File: src/rtl/damage_accumulator_if.sv
// rtl/damage_accumulator_if.sv - request/snapshot inputs and result outputs of damage_accumulator
interface damage_accumulator_if #(
   parameter int N_BULLETS = 8,
   parameter int DMG_W     = 8
);
   localparam int IDX_W = (N_BULLETS > 1) ? $clog2(N_BULLETS) : 1;

   logic                   start;
   logic [N_BULLETS-1:0]   collide;
   logic [3*N_BULLETS-1:0] color;
   logic                   is_move;
   logic [DMG_W-1:0]       damage;
   logic                   complete;
   logic                   busy;
   logic [IDX_W-1:0]       index;

   modport master (
      output start, collide, color, is_move,
      input  damage, complete, busy, index
   );

   modport slave (
      input  start, collide, color, is_move,
      output damage, complete, busy, index
   );
endinterface

File: src/rtl/damage_accumulator.sv
// rtl/damage_accumulator.sv - snapshot-and-scan bullet damage accumulator with saturating total
// Optional i-frame suppression is compiled in with INVINCIBILITY_EN.
module damage_accumulator #(
   parameter int N_BULLETS = 8,
   parameter int DMG_W     = 8,
   parameter int DMG_WHITE = 4,
   parameter int DMG_COLOR = 8
`ifdef INVINCIBILITY_EN
   ,parameter int IFRAMES  = 60
`endif
) (
   input  logic                clk,
   input  logic                reset,
   damage_accumulator_if.slave bus
);
   localparam int               IDX_W     = (N_BULLETS > 1) ? $clog2(N_BULLETS) : 1;
   localparam logic [IDX_W-1:0] LAST_IDX  = IDX_W'(N_BULLETS - 1);
   localparam logic [DMG_W:0]   ADD_WHITE = (DMG_W+1)'(DMG_WHITE);
   localparam logic [DMG_W:0]   ADD_COLOR = (DMG_W+1)'(DMG_COLOR);

   typedef enum logic [1:0] {
      S_IDLE = 2'd0,
      S_SCAN = 2'd1,
      S_DONE = 2'd2
   } state_t;

   state_t                 r_state;
   state_t                 w_state_next;

   logic [N_BULLETS-1:0]   r_collide;
   logic [3*N_BULLETS-1:0] r_color;
   logic                   r_is_move;
   logic [IDX_W-1:0]       r_index;
   logic [DMG_W-1:0]       r_acc;
   logic [DMG_W-1:0]       r_damage;
   logic                   r_complete;
   logic                   r_busy;

   logic                   w_accept;
   logic                   w_last;
   logic [2:0]             w_ch_color;
   logic                   w_ch_collide;
   logic [DMG_W:0]         w_add;
   logic [DMG_W:0]         w_sum;
   logic [DMG_W-1:0]       w_acc_next;

`ifdef INVINCIBILITY_EN
   localparam int          IF_W = (IFRAMES > 0) ? $clog2(IFRAMES + 1) : 1;
   logic [IF_W-1:0]        r_iframes;
   logic                   r_shield;
`endif

   assign w_accept = (r_state == S_IDLE) && bus.start;
   assign w_last   = (r_index == LAST_IDX);

   always_ff @(posedge clk or posedge reset) begin
      if (reset) r_state <= S_IDLE;
      else       r_state <= w_state_next;
   end

   always_comb begin
      w_state_next = r_state;
      case (r_state)
         S_IDLE:  if (bus.start) w_state_next = S_SCAN;
         S_SCAN:  if (w_last)    w_state_next = S_DONE;
         S_DONE:  w_state_next = S_IDLE;
         default: w_state_next = S_IDLE;
      endcase
   end

   // Hit rule is applied to the snapshot only; live inputs are ignored once a pass starts.
   always_comb begin
      w_ch_color   = r_color[int'(r_index)*3 +: 3];
      w_ch_collide = r_collide[r_index];
      w_add        = '0;
      if (w_ch_collide) begin
         case (w_ch_color)
            3'b001:  w_add = ADD_WHITE;
            3'b010:  w_add = r_is_move ? ADD_COLOR : '0;
            3'b100:  w_add = r_is_move ? '0 : ADD_COLOR;
            default: w_add = '0;
         endcase
      end
      w_sum      = {1'b0, r_acc} + w_add;
      w_acc_next = w_sum[DMG_W] ? '1 : w_sum[DMG_W-1:0];
   end

   always_ff @(posedge clk or posedge reset) begin
      if (reset) begin
         r_collide  <= '0;
         r_color    <= '0;
         r_is_move  <= 1'b0;
         r_index    <= '0;
         r_acc      <= '0;
         r_damage   <= '0;
         r_complete <= 1'b0;
         r_busy     <= 1'b0;
`ifdef INVINCIBILITY_EN
         r_iframes  <= '0;
         r_shield   <= 1'b0;
`endif
      end else begin
         r_complete <= 1'b0;
         case (r_state)
            S_IDLE: begin
               if (w_accept) begin
                  r_collide <= bus.collide;
                  r_color   <= bus.color;
                  r_is_move <= bus.is_move;
                  r_acc     <= '0;
                  r_index   <= '0;
                  r_busy    <= 1'b1;
`ifdef INVINCIBILITY_EN
                  // Shield is decided by the count seen at accept, before it ticks down.
                  r_shield  <= (r_iframes != '0);
                  if (r_iframes != '0) r_iframes <= r_iframes - 1'b1;
`endif
               end
            end
            S_SCAN: begin
               r_acc   <= w_acc_next;
               r_index <= w_last ? '0 : r_index + 1'b1;
            end
            S_DONE: begin
               r_complete <= 1'b1;
               r_busy     <= 1'b0;
`ifdef INVINCIBILITY_EN
               r_damage   <= r_shield ? '0 : r_acc;
               if (!r_shield && (r_acc != '0)) r_iframes <= IF_W'(IFRAMES);
`else
               r_damage   <= r_acc;
`endif
            end
            default: r_busy <= 1'b0;
         endcase
      end
   end

   assign bus.damage   = r_damage;
   assign bus.complete = r_complete;
   assign bus.busy     = r_busy;
   assign bus.index    = r_index;
endmodule
File: src/flat_wrapper.sv
// flat-port wrapper written by rule: the top's interface ports become plain ports
module damage_accumulator_flat 
#(
   parameter int N_BULLETS = 8,
   parameter int DMG_W     = 8,
   parameter int DMG_WHITE = 4,
   parameter int DMG_COLOR = 8

)
  (clk, reset, bus_start, bus_collide, bus_color, bus_is_move, bus_damage, bus_complete, bus_busy, bus_index);
  damage_accumulator_if #(.N_BULLETS(N_BULLETS), .DMG_W(DMG_W)) bus_i ();
  input  logic clk;
  input  logic reset;
  input wire logic [$bits(bus_i.start)-1:0] bus_start;
  input wire logic [$bits(bus_i.collide)-1:0] bus_collide;
  input wire logic [$bits(bus_i.color)-1:0] bus_color;
  input wire logic [$bits(bus_i.is_move)-1:0] bus_is_move;
  output wire logic [$bits(bus_i.damage)-1:0] bus_damage;
  output wire logic [$bits(bus_i.complete)-1:0] bus_complete;
  output wire logic [$bits(bus_i.busy)-1:0] bus_busy;
  output wire logic [$bits(bus_i.index)-1:0] bus_index;
  assign bus_i.start = bus_start;
  assign bus_i.collide = bus_collide;
  assign bus_i.color = bus_color;
  assign bus_i.is_move = bus_is_move;
  assign bus_damage = bus_i.damage;
  assign bus_complete = bus_i.complete;
  assign bus_busy = bus_i.busy;
  assign bus_index = bus_i.index;
  damage_accumulator #(.N_BULLETS(N_BULLETS), .DMG_W(DMG_W), .DMG_WHITE(DMG_WHITE), .DMG_COLOR(DMG_COLOR)) u_core (.clk(clk), .reset(reset), .bus(bus_i));
endmodule
File: config.mk
export PLATFORM = sky130hd
export DESIGN_NAME = damage_accumulator_flat
export DESIGN_NICKNAME = d
export VERILOG_FILES = /design/src/rtl/damage_accumulator_if.sv /design/src/rtl/damage_accumulator.sv /design/src/flat_wrapper.sv
export SDC_FILE = /design/constraint.sdc
export NUM_CORES = 1
export LEC_CHECK = 0
export ABC_AREA = 1
export BUFFER_PORTS_ARGS = -buffer_cell sky130_fd_sc_hd__buf_2
export CAP_MARGIN = 10
export CORE_MARGIN = 10
export CORE_UTILIZATION = 59
export CTS_CLUSTER_SIZE = 40
export DETAILED_ROUTE_END_ITERATION = 8
export PLACE_DENSITY = 0.84
export RECOVER_POWER = 100
export SETUP_SLACK_MARGIN = 0.05
export SYNTH_ARGS = -nofsm -noshare
export SYNTH_HDL_FRONTEND = slang
export SYNTH_SLANG_ARGS = --single-unit
File: constraint.sdc
create_clock -name clk -period 3.8 [get_ports clk]
set_input_delay 0.76 -clock clk [delete_from_list [all_inputs] [get_ports clk]]
set_output_delay 0.76 -clock clk [all_outputs]
set_load 0.01 [all_outputs]
==> results of run 1 <==
worst max-delay path by stage:
| stage | to | slack [ns] | cells past startpoint |
|---|---|---|---|
| 6_report | u_core.r_acc[6] | 0.81 | 15 |
| 5_1_grt | u_core.r_color[21] | 0.46 | 5 |
| 4_1_cts | u_core.r_acc[6] | 0.81 | 15 |
| 3_5_place_dp | u_core.r_acc[6] | 0.89 | 15 |
| 3_3_place_gp | u_core.r_acc[6] | 1.03 | 15 |
| 2_1_floorplan | u_core.r_acc[6] | 1.40 | 16 |
area by class of cell:
type                       count  share of cell area, %
clock inverter                 2                   2.02
multi-input combinational    227                   34.8
sequential                    54                   45.4
timing repair buffer          49                   7.65
tap                           52                   2.18
inverter                      39                   5.17
clock buffer                   6                   2.77
layer usage:
layer  vias to the layer above  track usage [%]  part of all wire [%]
met5                         -                0                     0
met4                         0             6.92                   2.0
met3                        13             4.13                   6.7
met2                        67             26.3                    49
met1                      1022             18.4                    42
li1                       1117                -                     -
stage by stage:
step           setup WS [ns]  instance area (um2)  util, %  total power, mW  hold WS, ns
2_1_floorplan           1.40                 2630        -             1.83        0.438
3_3_place_gp            1.03                 2860     66.1             2.02        0.462
3_5_place_dp           0.889                 2860     66.1             2.09        0.458
4_1_cts                0.805                 3000     69.4             2.57        0.472
5_1_grt                0.460                 2980     68.9             2.77        0.514
6_report               0.815                 2980     68.9             2.53        0.474
Yosys cell counts, drive strengths merged:
library cell	count
buf	8
clkbuf	5
clkinv	1
dfrtp	54
fa	1
ha	4
inv	38
nand2	144
nand3	27
nor2	9
nor3	2
o21ai	36
o221ai	1
o22ai	1
o311ai	1
xor2	1
worst max-delay path, delay by kind of cell (launching register included):
family	cells	cell delay, ns
buffers and inverters	3	0.23
AND/OR/NAND/NOR	8	0.72
adder cells (fa/ha/maj)	2	0.55
AO/OA/AOI/OAI	2	0.49
flip-flops	1	0.85
where the power goes:
group	switching, mW	internal, mW	total (mW)
Clock	0.184	0.281	0.465
Sequential	0.189	0.831	1.02
Combinational	0.672	0.374	1.05
Total	1.05	1.49	2.53
kinds of logic (layout without fill, tap and decap cells):
kind of cell / Yosys count / in the layout / synth area share [%]
DFF: 54 / 54 / 51.4
adders and majority gates: 5 / 5 / 2.67
buffers and inverters: 52 / 96 / 9.04
AOI/OAI and AO/OA: 39 / 39 / 7.76
and+or+nand+nor: 182 / 182 / 28.8
xor gates and xnor gates: 1 / 1 / 0.333
sequential cells by signal, summed over array words and instances (netlist names):
register	flops
u_core.bus.complete	1
u_core.r_color	24
u_core.bus.busy	1
u_core.r_state	2
u_core.r_acc	7
u_core.r_is_move	1
u_core.bus.index	3
u_core.bus.damage	7
u_core.r_collide	8
==> impl_summary.md, run 1 <==
GRT
In the global route stage, overall resource usage came out at 15.7%. The first global-routing pass estimated 9.74 mm of wire. The maximum number of pins on one net before global-route repair is 55. After global routing the overflow that remains totals 0.

The number of global-route vias before repair is 2210. The number of antenna violations at the first check in global routing is 0.

Synthesis
The number of flip-flops and latches in the synthesized netlist is 54. The mean instance size in the synthesized netlist is 7.89 um2. After synthesis, the cell types taking the most area are sky130_fd_sc_hd__dfrtp_1 (51%), sky130_fd_sc_hd__nand2_1 (20%), sky130_fd_sc_hd__o21ai_0 (6.9%), sky130_fd_sc_hd__inv_1 (5.1%), sky130_fd_sc_hd__nand3_1 (4.4%). In this run, distinct cell masters in the synthesized netlist total 24. The post-synthesis net count is 374. The part of the Yosys area used for sequential elements is 51.4%. After technology mapping, the gate count stands at 333. The count of synthesis-stage warnings from yosys is 0. sky130_fd_sc_hd__dfrtp_1 takes more of the synthesized area than any other cell. The fraction of synthesized cell area taken by the top area cell type is 51.4%.

The summed instance area of the synthesized netlist is 0.00263 mm2.

Route
The first TritonRoute pass finished after 4 iterations. The remaining routing DRC violations is 0. In the routed layout, each cell is associated on average with a via count of 5.17. Wires add up to 5.63 mm. The number of nets with antenna violations after routing is 0. In the final routed layout, each cell accounts on average for 13.1 um. The iteration-0 DRC count of the detailed router is 145.

The total via count after detailed routing is 2219.

Worst setup path
For the worst setup path, the data arrival time is 3.16 ns. On the worst path, the slowest cell contributes a delay of 0.85 ns. The top fanout value on the critical path is 21. The worst setup path is captured at a register.

The worst flop-to-flop path startpoint is u_core.bus.index[0]. The setup path with the least slack is of type register to register. The worst register-to-register path has a setup slack of 0.81 ns.

The startpoint type of the worst setup path is a register. Walking the worst path, the cells encountered are inv_8, nand2_1, nand3_1, nand2_1, nand2_1, nand2_1, nand2_1, nor3_1, ha_1, inv_1, fa_1, inv_1, nand2_1, o311ai_0, o21ai_0. The depth of the worst register-to-register path is 15. The critical-path cell with the highest stage delay is sky130_fd_sc_hd__dfrtp_1. The required arrival time at the worst endpoint is 3.97 ns. The most numerous cell type found on the critical path is sky130_fd_sc_hd__nand2_1.

The endpoint identified for the worst register-to-register timing path is u_core.r_acc[6]. The critical path starts at u_core.bus.index[0].

Power
In this run the power density over the cells is 850 mW/mm2. The leakage power of the design is 1.58 nW. The worst-case IR drop observed on VDD is 0.388 mV.

STA
The number of pins exceeding their max-slew limit in the final report was 106. The setup-violating endpoint count in the final report is 0. Setup repair after global routing left no endpoint under its margin. For the pin with the worst max-slew slack, the measured transition is 1.96 ns. The number of hold violations in the final report is 0. Setup total negative slack on the finished layout was measured at 0 ns. The post-route clock skew is 0.00699 ns. The worst pin sits at a relative slew slack of -30.9%. The minimum period implied by the final worst setup slack is 2.99 ns. Of the available clock period, the critical path in the final layout requires 78.6%. Static timing analysis puts the maximum clock frequency at 335 MHz.

Place
The placer congestion estimate is 0.834. The post-DP HPWL is 4.14 mm. The number of placed instances, taps included, is 421.

Port buffering added 48 buffers.

Outcome
The final reports fail on max-capacitance violations, max-slew violations. The flow ran to the end, but the final reports show violations.

Clock network
TritonCTS built the clock tree. The total number of H-tree levels is 2. For this design, the CTS-stage hold fixing added 0 buffers. In this run the clock root is driven by a sky130_fd_sc_hd__clkbuf_8. The clock latency reported for the late side of the worst-skew pair is 0.31 ns. The total CTS buffers is 5. The post-cts gate resize count is 0. The clock tree buffer depth is 2.

After clock tree synthesis, the setup repair step added 0 buffers. The number of clock sinks is 54. The clock transition time at the flip-flop clock pins of the worst setup and hold paths is 0.09 ns.

Layout
The area growth from synthesis to layout is 13.3%. The number of nets in the finished design is 417. The area of all sequential standard cells is 0.00135 mm2. Of the cells placed in the final design, the portion with a size suffix greater than 1 is 14.6%.

Leaving out fill and tap cells, the most frequent cells in the layout are sky130_fd_sc_hd__nand2_1 (139), sky130_fd_sc_hd__dfrtp_1 (54), sky130_fd_sc_hd__inv_1 (36), sky130_fd_sc_hd__o21ai_0 (36), sky130_fd_sc_hd__buf_2 (35). The library cell used most frequently in the layout, excluding fill and tap cells, is sky130_fd_sc_hd__nand2_1. The multi-input combinational cells in the finished layout cover a total of 0.00104 mm2. The count of placed standard cells in the final layout, fillers left out is 429. The repair_antennas step left the layout with diodes totalling 0. The number of inserted filler cells in the final layout is 365.

Floorplan
For this configuration, the core starts out at a cell density of 60.8%. The number of rows created at floorplan is 24. During I/O placement, the number of pins put on the boundary was 49. The height of the die is 86.8 um. The die extent in x is 86.8 um. The area of the die is 0.00753 mm2. The core region area is 0.00432 mm2.

Run
Across the run, the number of max-cap violations was 2.

Worst hold path
Counting instances, the worst hold path has a depth of 1. The path with the worst hold slack has its endpoint at u_core.bus.complete. The class of the tightest hold or removal check is register to register. The startpoint identified for the worst hold timing path is u_core.r_state[0].
(Power assumes the default switching activity.)
==> inputs of run 2 (changes only) <==
CORE_UTILIZATION = 50   (was 59)
PLACE_DENSITY = 0.76   (was 0.84)
clock period = 2.6 ns   (was 3.8 ns; I/O delays follow)
==> impl_summary.md, run 2 (same netlist as run 1, synthesis figures left out) <==
Worst setup path
The worst setup path is launched from a register. The end of the worst register-to-register path is u_core.r_acc[6]. The depth of the worst register-to-register path is 15.

The count of buffering cells on the critical path with inverters included is 4. The critical path data arrival time is 2.65 ns. The type of the worst setup path is register to register. The worst flop-to-flop path startpoint is u_core.bus.index[0]. The required arrival time at the worst endpoint is 2.79 ns.

The top fanout value on the critical path is 7. The slowest stage of the critical path is the sky130_fd_sc_hd__dfrtp_1 cell. The critical path starts at u_core.bus.index[0]. The maximum single-stage delay on the critical path is 0.41 ns.

The endpoint type of the worst setup path is a register. Walking the worst path, the cells encountered are buf_6, inv_6, nand2_1, nand3_1, nand3_2, nand2_2, nand2_2, nor3_2, ha_2, inv_2, fa_2, inv_2, nand2_4, o311ai_2, o21ai_1. The register-to-register setup slack is 0.14 ns. The cell family contributing the most delay on the critical path is simple AND/OR/NAND/NOR gates.

Route
For this block, the initial DRC count from the detailed router was 104. The detail route stage leaves a number of antenna-violating nets equal to 0. The final layout contains routed wiring with a total length of 5.94 mm. The first detailed-routing pass took 4 iterations. The final route contains 2276 vias.

The remaining routing DRC violations is 0. Dividing the detail-routed via count by the number of cells gives 4.97. The average wire per standard cell is 13.0 um.

STA
The post-route clock skew is 0.00997 ns. The routed design could run at a clock period as short as 2.46 ns. The setup-violating endpoint count in the final report is 0. Setup repair after global routing could not meet its margin everywhere. The number of hold violations in the final report is 0. Adding up every negative setup slack in the final design gives 0 ns. The worst pin sits at a relative slew slack of 41.0%. The worst-margin pin slew is 0.884 ns. Timing would allow up to 407 MHz. The worst path uses 94.5% of the clock period. The number of pins exceeding their max-slew limit in the final report was 0.

Power
The worst IR drop on VDD is 0.597 mV. The overall power consumption is 3.76 mW. For this design the ratio of total power to cell area is 1200 mW/mm2. The leakage power of the design is 1.66 nW.

Place
The congestion estimate from routability-driven global placement came to 0.879. The number of buffers inserted by port buffering is 48. The HPWL after detailed placement is 4.23 mm.

Floorplan
Pin placement for this block handled 49 I/O pins. The height of the die is 92.5 um. The core region area is 0.00511 mm2. The initial core utilization is 51.5%. After floorplanning, the core was divided into 26 placement rows. The die covers 0.00856 mm2. The floorplan step set the die width to 92.5 um.

Clock network
The clock tree buffer depth is 2. The number of buffers inserted by hold repair at cts is 0. In this run, CTS created clock tree buffers numbering 5. The CTS root buffer is sky130_fd_sc_hd__clkbuf_8. In this run the number of H-tree levels came out at 2. Clock latency on the worst-skew pair, taken at its later pin, is 0.31 ns.

The number of clock sinks is 54. The clock tree from TritonCTS is built. The clock transition time at the flip-flop clock pins of the worst setup and hold paths is 0.09 ns.

Layout
The largest registers in the layout are u_core.r_color x24, u_core.r_collide x8. The number of nets in the finished design is 428. The register with the most flip-flops in the final layout is u_core.r_color.

The number of inserted filler cells in the final layout is 505. Leaving out fill and tap cells, the most frequent cell in the layout is sky130_fd_sc_hd__nand2_1. The register with the most flip-flops in the layout has 24 of them. In the layout the commonest cells are sky130_fd_sc_hd__nand2_1 (131), sky130_fd_sc_hd__dfrtp_1 (54), sky130_fd_sc_hd__buf_2 (37), sky130_fd_sc_hd__inv_1 (34), sky130_fd_sc_hd__o21ai_0 (34). The area added between synthesis and finish is 19.2%. Of the cells placed in the final design, the portion with a size suffix greater than 1 is 22.2%.

The count of antenna diodes in the layout is 0.

GRT
The global-route wire length before repair is 10.2 mm. The number of antenna violations at the first check in global routing is 0. The number of global-route vias before repair is 2344. The overall global routing resource usage is 14.1%. The total overflow left after global routing is 0. Entering global routing, the biggest net connects 52 pins.

Run
The count of max-cap constraint violations is 0.

Outcome
The flow ran to the end, and the final reports show no timing, DRC or antenna violations.

Worst hold path
The class of the tightest hold or removal check is primary input to async pin.
-- run 2: cell count changes in the layout (fill, tap and decap cells not counted), moves of 3 or more --
| cell | change |
|---|---|
| sky130_fd_sc_hd__buf_4 | +5 |
| sky130_fd_sc_hd__nand2_1 | -8 |
| sky130_fd_sc_hd__nand2_2 | +3 |
| sky130_fd_sc_hd__nand2_4 | +5 |
| sky130_fd_sc_hd__nand3_1 | -5 |
| sky130_fd_sc_hd__nand3_2 | +5 |
-- run 2: worst max-delay path by stage --
stage / to / depth (start not counted)
detailed placement: u_core.r_acc[6] / 15
global route: u_core.r_acc[6] / 16
CTS: u_core.r_acc[6] / 15
global placement: u_core.r_acc[6] / 14
finish: u_core.r_acc[6] / 15
floorplan: u_core.r_acc[6] / 16
-- run 2: layout make-up --
class / count / area [um2] / area share, %
Tap cell: 70 / 87.6 / 2.79
Multi-Input combinational cell: 227 / 1130 / 36.1
Clock buffer: 7 / 86.3 / 2.75
Clock inverter: 1 / 5.00 / 0.160
Timing Repair inverter: 1 / 8.76 / 0.279
Sequential cell: 54 / 1350 / 43.1
Timing Repair Buffer: 59 / 303 / 9.66
Inverter: 39 / 161 / 5.15
-- run 2: power breakdown --
group,internal [mW],switching [mW]
sequential,1.22,0.226
clock,0.215,0.263
combinational,0.670,1.17
total,2.10,1.66
-- run 2: what timing repair did --
| action | CTS | global route |
|---|---|---|
| pin swaps | 0 | 9 |
| cloned | 0 | 1 |
| endpoints found under the setup margin | 1 | 6 |
| endpoints found under the hold margin | 0 | 0 |
| gates resized for setup | 1 | 32 |
| buffers inserted | 0 | 3 |
-- run 2: worst register-to-register path, stage by stage (launching register included) --
cell and delay, ns:
sky130_fd_sc_hd__dfrtp_1 0.41, sky130_fd_sc_hd__buf_6 0.15, sky130_fd_sc_hd__inv_6 0.08, sky130_fd_sc_hd__nand2_1 0.06, sky130_fd_sc_hd__nand3_1 0.09, sky130_fd_sc_hd__nand3_2 0.11, sky130_fd_sc_hd__nand2_2 0.10, sky130_fd_sc_hd__nand2_2 0.08
sky130_fd_sc_hd__nor3_2 0.18, sky130_fd_sc_hd__ha_2 0.21, sky130_fd_sc_hd__inv_2 0.04, sky130_fd_sc_hd__fa_2 0.35, sky130_fd_sc_hd__inv_2 0.08, sky130_fd_sc_hd__nand2_4 0.06, sky130_fd_sc_hd__o311ai_2 0.25, sky130_fd_sc_hd__o21ai_1 0.09
-- run 2: layer usage --
layer / share of wire (%) / global-route usage (%) / up-vias
li1: - / - / 1140
met1: 45 / 17.1 / 1053
met2: 47 / 23.5 / 67
met3: 6.6 / 4.52 / 16
met4: 1.7 / 4.24 / 0
met5: 0 / 0 / -
-- run 2: through the flow --
stage | std cells | instance area [um2] | utilization [%] | setup slack (ns) | hold slack (ns)
floorplan | 333 | 2630 | - | 0.204 | 0.438
global placement | 446 | 2950 | 57.7 | 0.192 | 0.461
detailed placement | 446 | 2950 | 57.7 | 0.0550 | 0.463
CTS | 454 | 3040 | 59.5 | 0.103 | 0.252
global route | 458 | 3130 | 61.4 | 0.00915 | 0.392
finish | 458 | 3130 | 61.4 | 0.142 | 0.388
==> inputs of run 3 (changes only) <==
CELL_PAD_IN_SITES_DETAIL_PLACEMENT = 1   (was unset)
CELL_PAD_IN_SITES_GLOBAL_PLACEMENT = 2   (was unset)
CORE_ASPECT_RATIO = 2   (was unset)
CORE_UTILIZATION = 29   (was 50)
PLACE_DENSITY = unset   (was 0.76)
PLACE_DENSITY_LB_ADDON = 0.1   (was unset)
==> impl_summary.md, run 3 (same netlist as run 1, synthesis figures left out) <==
STA
Timing would allow up to 412 MHz. The worst-margin pin slew is 1.38 ns. The minimum period implied by the final worst setup slack is 2.43 ns. For the final database, setup skew stands at 0.00494 ns. The worst slew slack as a fraction of its limit is 7.72%.

The worst setup margin is 0.172 ns. Hold is met by 0.421 ns. The setup-violating endpoint count in the final report is 0. After layout, the worst path uses 93.4% of the clock period. Setup repair after global routing could not meet its margin everywhere. The number of pins exceeding their max-slew limit in the final report is 0. The number of hold violations in the final report came to 0. The final setup TNS is 0 ns.

Layout
The register with the most flip-flops in the layout has 24 of them. At the end of the flow, the number of nets in the layout was 428. The post-route netlist has 20.4% of its cells at a drive strength greater than 1. In the layout the commonest cells are sky130_fd_sc_hd__nand2_1 (135), sky130_fd_sc_hd__dfrtp_1 (54), sky130_fd_sc_hd__buf_2 (39), sky130_fd_sc_hd__inv_1 (33), sky130_fd_sc_hd__o21ai_0 (32). 0 antenna diodes ended up in the layout. The area added between synthesis and finish is 21.4%. The leading cell type in the layout, fill and taps excluded is sky130_fd_sc_hd__nand2_1. The count of placed standard cells in the final layout, fillers left out is 489. Counting flops per register, the top entry is u_core.r_color. For this run, the share of the core covered by cells in the final layout is 35.7%.

The largest registers in the layout are u_core.r_color x24, u_core.r_collide x8. The final cell area excluding filler cells is 0.00319 mm2.

Worst setup path
The endpoint identified for the worst register-to-register timing path is u_core.r_acc[6]. The required arrival time at the worst endpoint is 2.77 ns. The startpoint type of the worst setup path is a register.

The register-to-register setup slack is 0.17 ns. The worst setup path is captured at a register. The worst flop-to-flop path startpoint is u_core.bus.index[0]. The depth of the worst register-to-register path is 16. Along the worst path, the maximum fanout reaches 8. The type of the worst setup path is register to register.

STA puts the critical path data arrival time at 2.60 ns.

Clock network
The clock passes through at most 2 buffers. The clock transition time at the flip-flop clock pins of the worst setup and hold paths is 0.07 ns. The clock latency reported for the late side of the worst-skew pair is 0.29 ns. The CTS root buffer is sky130_fd_sc_hd__clkbuf_16. The total number of H-tree levels is 2. The clock net in this run drives a total of 54 sinks.

In this run, CTS created clock tree buffers numbering 5. The clock tree from TritonCTS is built.

GRT
The number of global-route vias before repair is 2506. The global route total overflow is 0. Global routing used 11.0% of the available tracks. The maximum number of pins on one net before global-route repair is 55. The first global-routing pass estimated 11.8 mm of wire. The number of antenna violations at the first check in global routing is 0.

Route
The highest layer touched by signal routing is met4. The pre-antenna-repair detailed-routing pass consisted of 4 iterations. The average wire per standard cell is 14.7 um. The met2 wire length is 4.11 mm. The total via count after detailed routing is 2264. The via-per-instance ratio is 4.63.

The met3 wire length is 270 um. The iteration-0 DRC count of the detailed router is 42. The total routed wirelength is 7.18 mm. The met1 layer wirelength in the final routing is 2.70 mm. The number of nets with antenna violations after routing is 0. The remaining routing DRC violations is 0.

Run
The count of max-cap constraint violations is 0.

Worst hold path
The worst hold path startpoint is bus_collide[0]. The tightest min-delay check is of the primary input to register type. The worst hold path passes through 3 cells. The end point of the worst hold path is u_core.r_collide[0].

Place
After detailed placement, the total cell area comes to 0.00299 mm2. Once placement completed, the tool counted placed cells totaling 478. The number of buffers inserted by port buffering is 48. The placer congestion estimate is 0.729.

The wire-length estimate of the detail-placed layout is 5.35 mm. At the placement stage, the worst setup path has a slack of 0.0206 ns.

Floorplan
Pin placement for this block handled 49 I/O pins. The area of the die is 0.0135 mm2. Measured along the x axis, the die boundary spans 87.3 um.

Once the floorplan was initialized, standard cells occupied 29.4% of the core. The core region is 0.00895 mm2. The height of the die is 155 um. The initialized floorplan defines 49 standard-cell rows.

Power
The overall power consumption is 3.92 mW. In this run the static leakage power is 1.65 nW. For this design the ratio of total power to cell area is 1230 mW/mm2.

The worst-case IR drop observed on VDD is 0.358 mV.

Outcome
The flow ran to the end, and the final reports show no timing, DRC or antenna violations.
## run 3: cell types whose count changed in the layout (fill, tap and decap cells not counted), moves of 3 or more
cell | before | now
sky130_fd_sc_hd__nand2_1 | 131 | 135
sky130_fd_sc_hd__nand3_1 | 18 | 23
sky130_fd_sc_hd__clkbuf_1 | 15 | 12
sky130_fd_sc_hd__nand2_4 | 5 | 1
sky130_fd_sc_hd__clkbuf_16 | 0 | 5
sky130_fd_sc_hd__nand3_2 | 9 | 4
sky130_fd_sc_hd__clkbuf_8 | 6 | 0
## run 3: worst max-delay path by stage
stage,from,slack [ns],cells after the start,to
after floorplan,u_core.bus.index[0],0.20,16,u_core.r_acc[6]
after global placement,u_core.bus.index[0],0.16,15,u_core.r_acc[6]
after detailed placement,u_core.bus.index[0],0.02,15,u_core.r_acc[6]
after CTS,u_core.bus.index[0],0.02,16,u_core.r_acc[5]
after global routing,u_core.bus.index[0],-0.02,17,u_core.r_acc[7]
final,u_core.bus.index[0],0.17,16,u_core.r_acc[6]
## run 3: timing repair
| item | CTS | global route |
|---|---|---|
| buffers inserted | 0 | 3 |
| hold buffers | 0 | 0 |
| setup endpoints to repair | 3 | 7 |
| pin swaps | 0 | 4 |
| gates resized for setup | 1 | 21 |
| gates cloned | 0 | 1 |
## run 3: layer usage
layer	vias to the layer above	global-route usage [%]
met5	-	0
met4	0	4.20
met3	8	2.21
met2	36	20.8
met1	1075	11.0
li1	1145	-
## run 3: where the power goes
part,switching (mW),internal [mW]
clock network,0.282,0.353
logic,1.20,0.685
registers,0.188,1.22
total,1.67,2.26
## run 3: area by class of cell
type | instances | area [um2]
fill | 1112 | 5760
timing repair buffer | 59 | 325
tap | 102 | 128
sequential | 54 | 1350
clock buffer | 7 | 133
timing repair inverter | 1 | 8.76
multi-input combinational | 227 | 1090
inverter | 39 | 159
## run 3: worst max-delay path, stage by stage, from the launching register on
cell and delay (ns):
sky130_fd_sc_hd__dfrtp_1 0.39, sky130_fd_sc_hd__buf_6 0.17, sky130_fd_sc_hd__clkinv_8 0.08, sky130_fd_sc_hd__nand2_2 0.05, sky130_fd_sc_hd__nand3_1 0.06, sky130_fd_sc_hd__nand2_1 0.08
sky130_fd_sc_hd__nand2_1 0.06, sky130_fd_sc_hd__nand2_1 0.09, sky130_fd_sc_hd__nand2_2 0.08, sky130_fd_sc_hd__nor3_4 0.18, sky130_fd_sc_hd__ha_2 0.19, sky130_fd_sc_hd__inv_1 0.05
sky130_fd_sc_hd__fa_2 0.34, sky130_fd_sc_hd__inv_2 0.08, sky130_fd_sc_hd__nand2_4 0.08, sky130_fd_sc_hd__o311ai_2 0.22, sky130_fd_sc_hd__o21ai_1 0.10
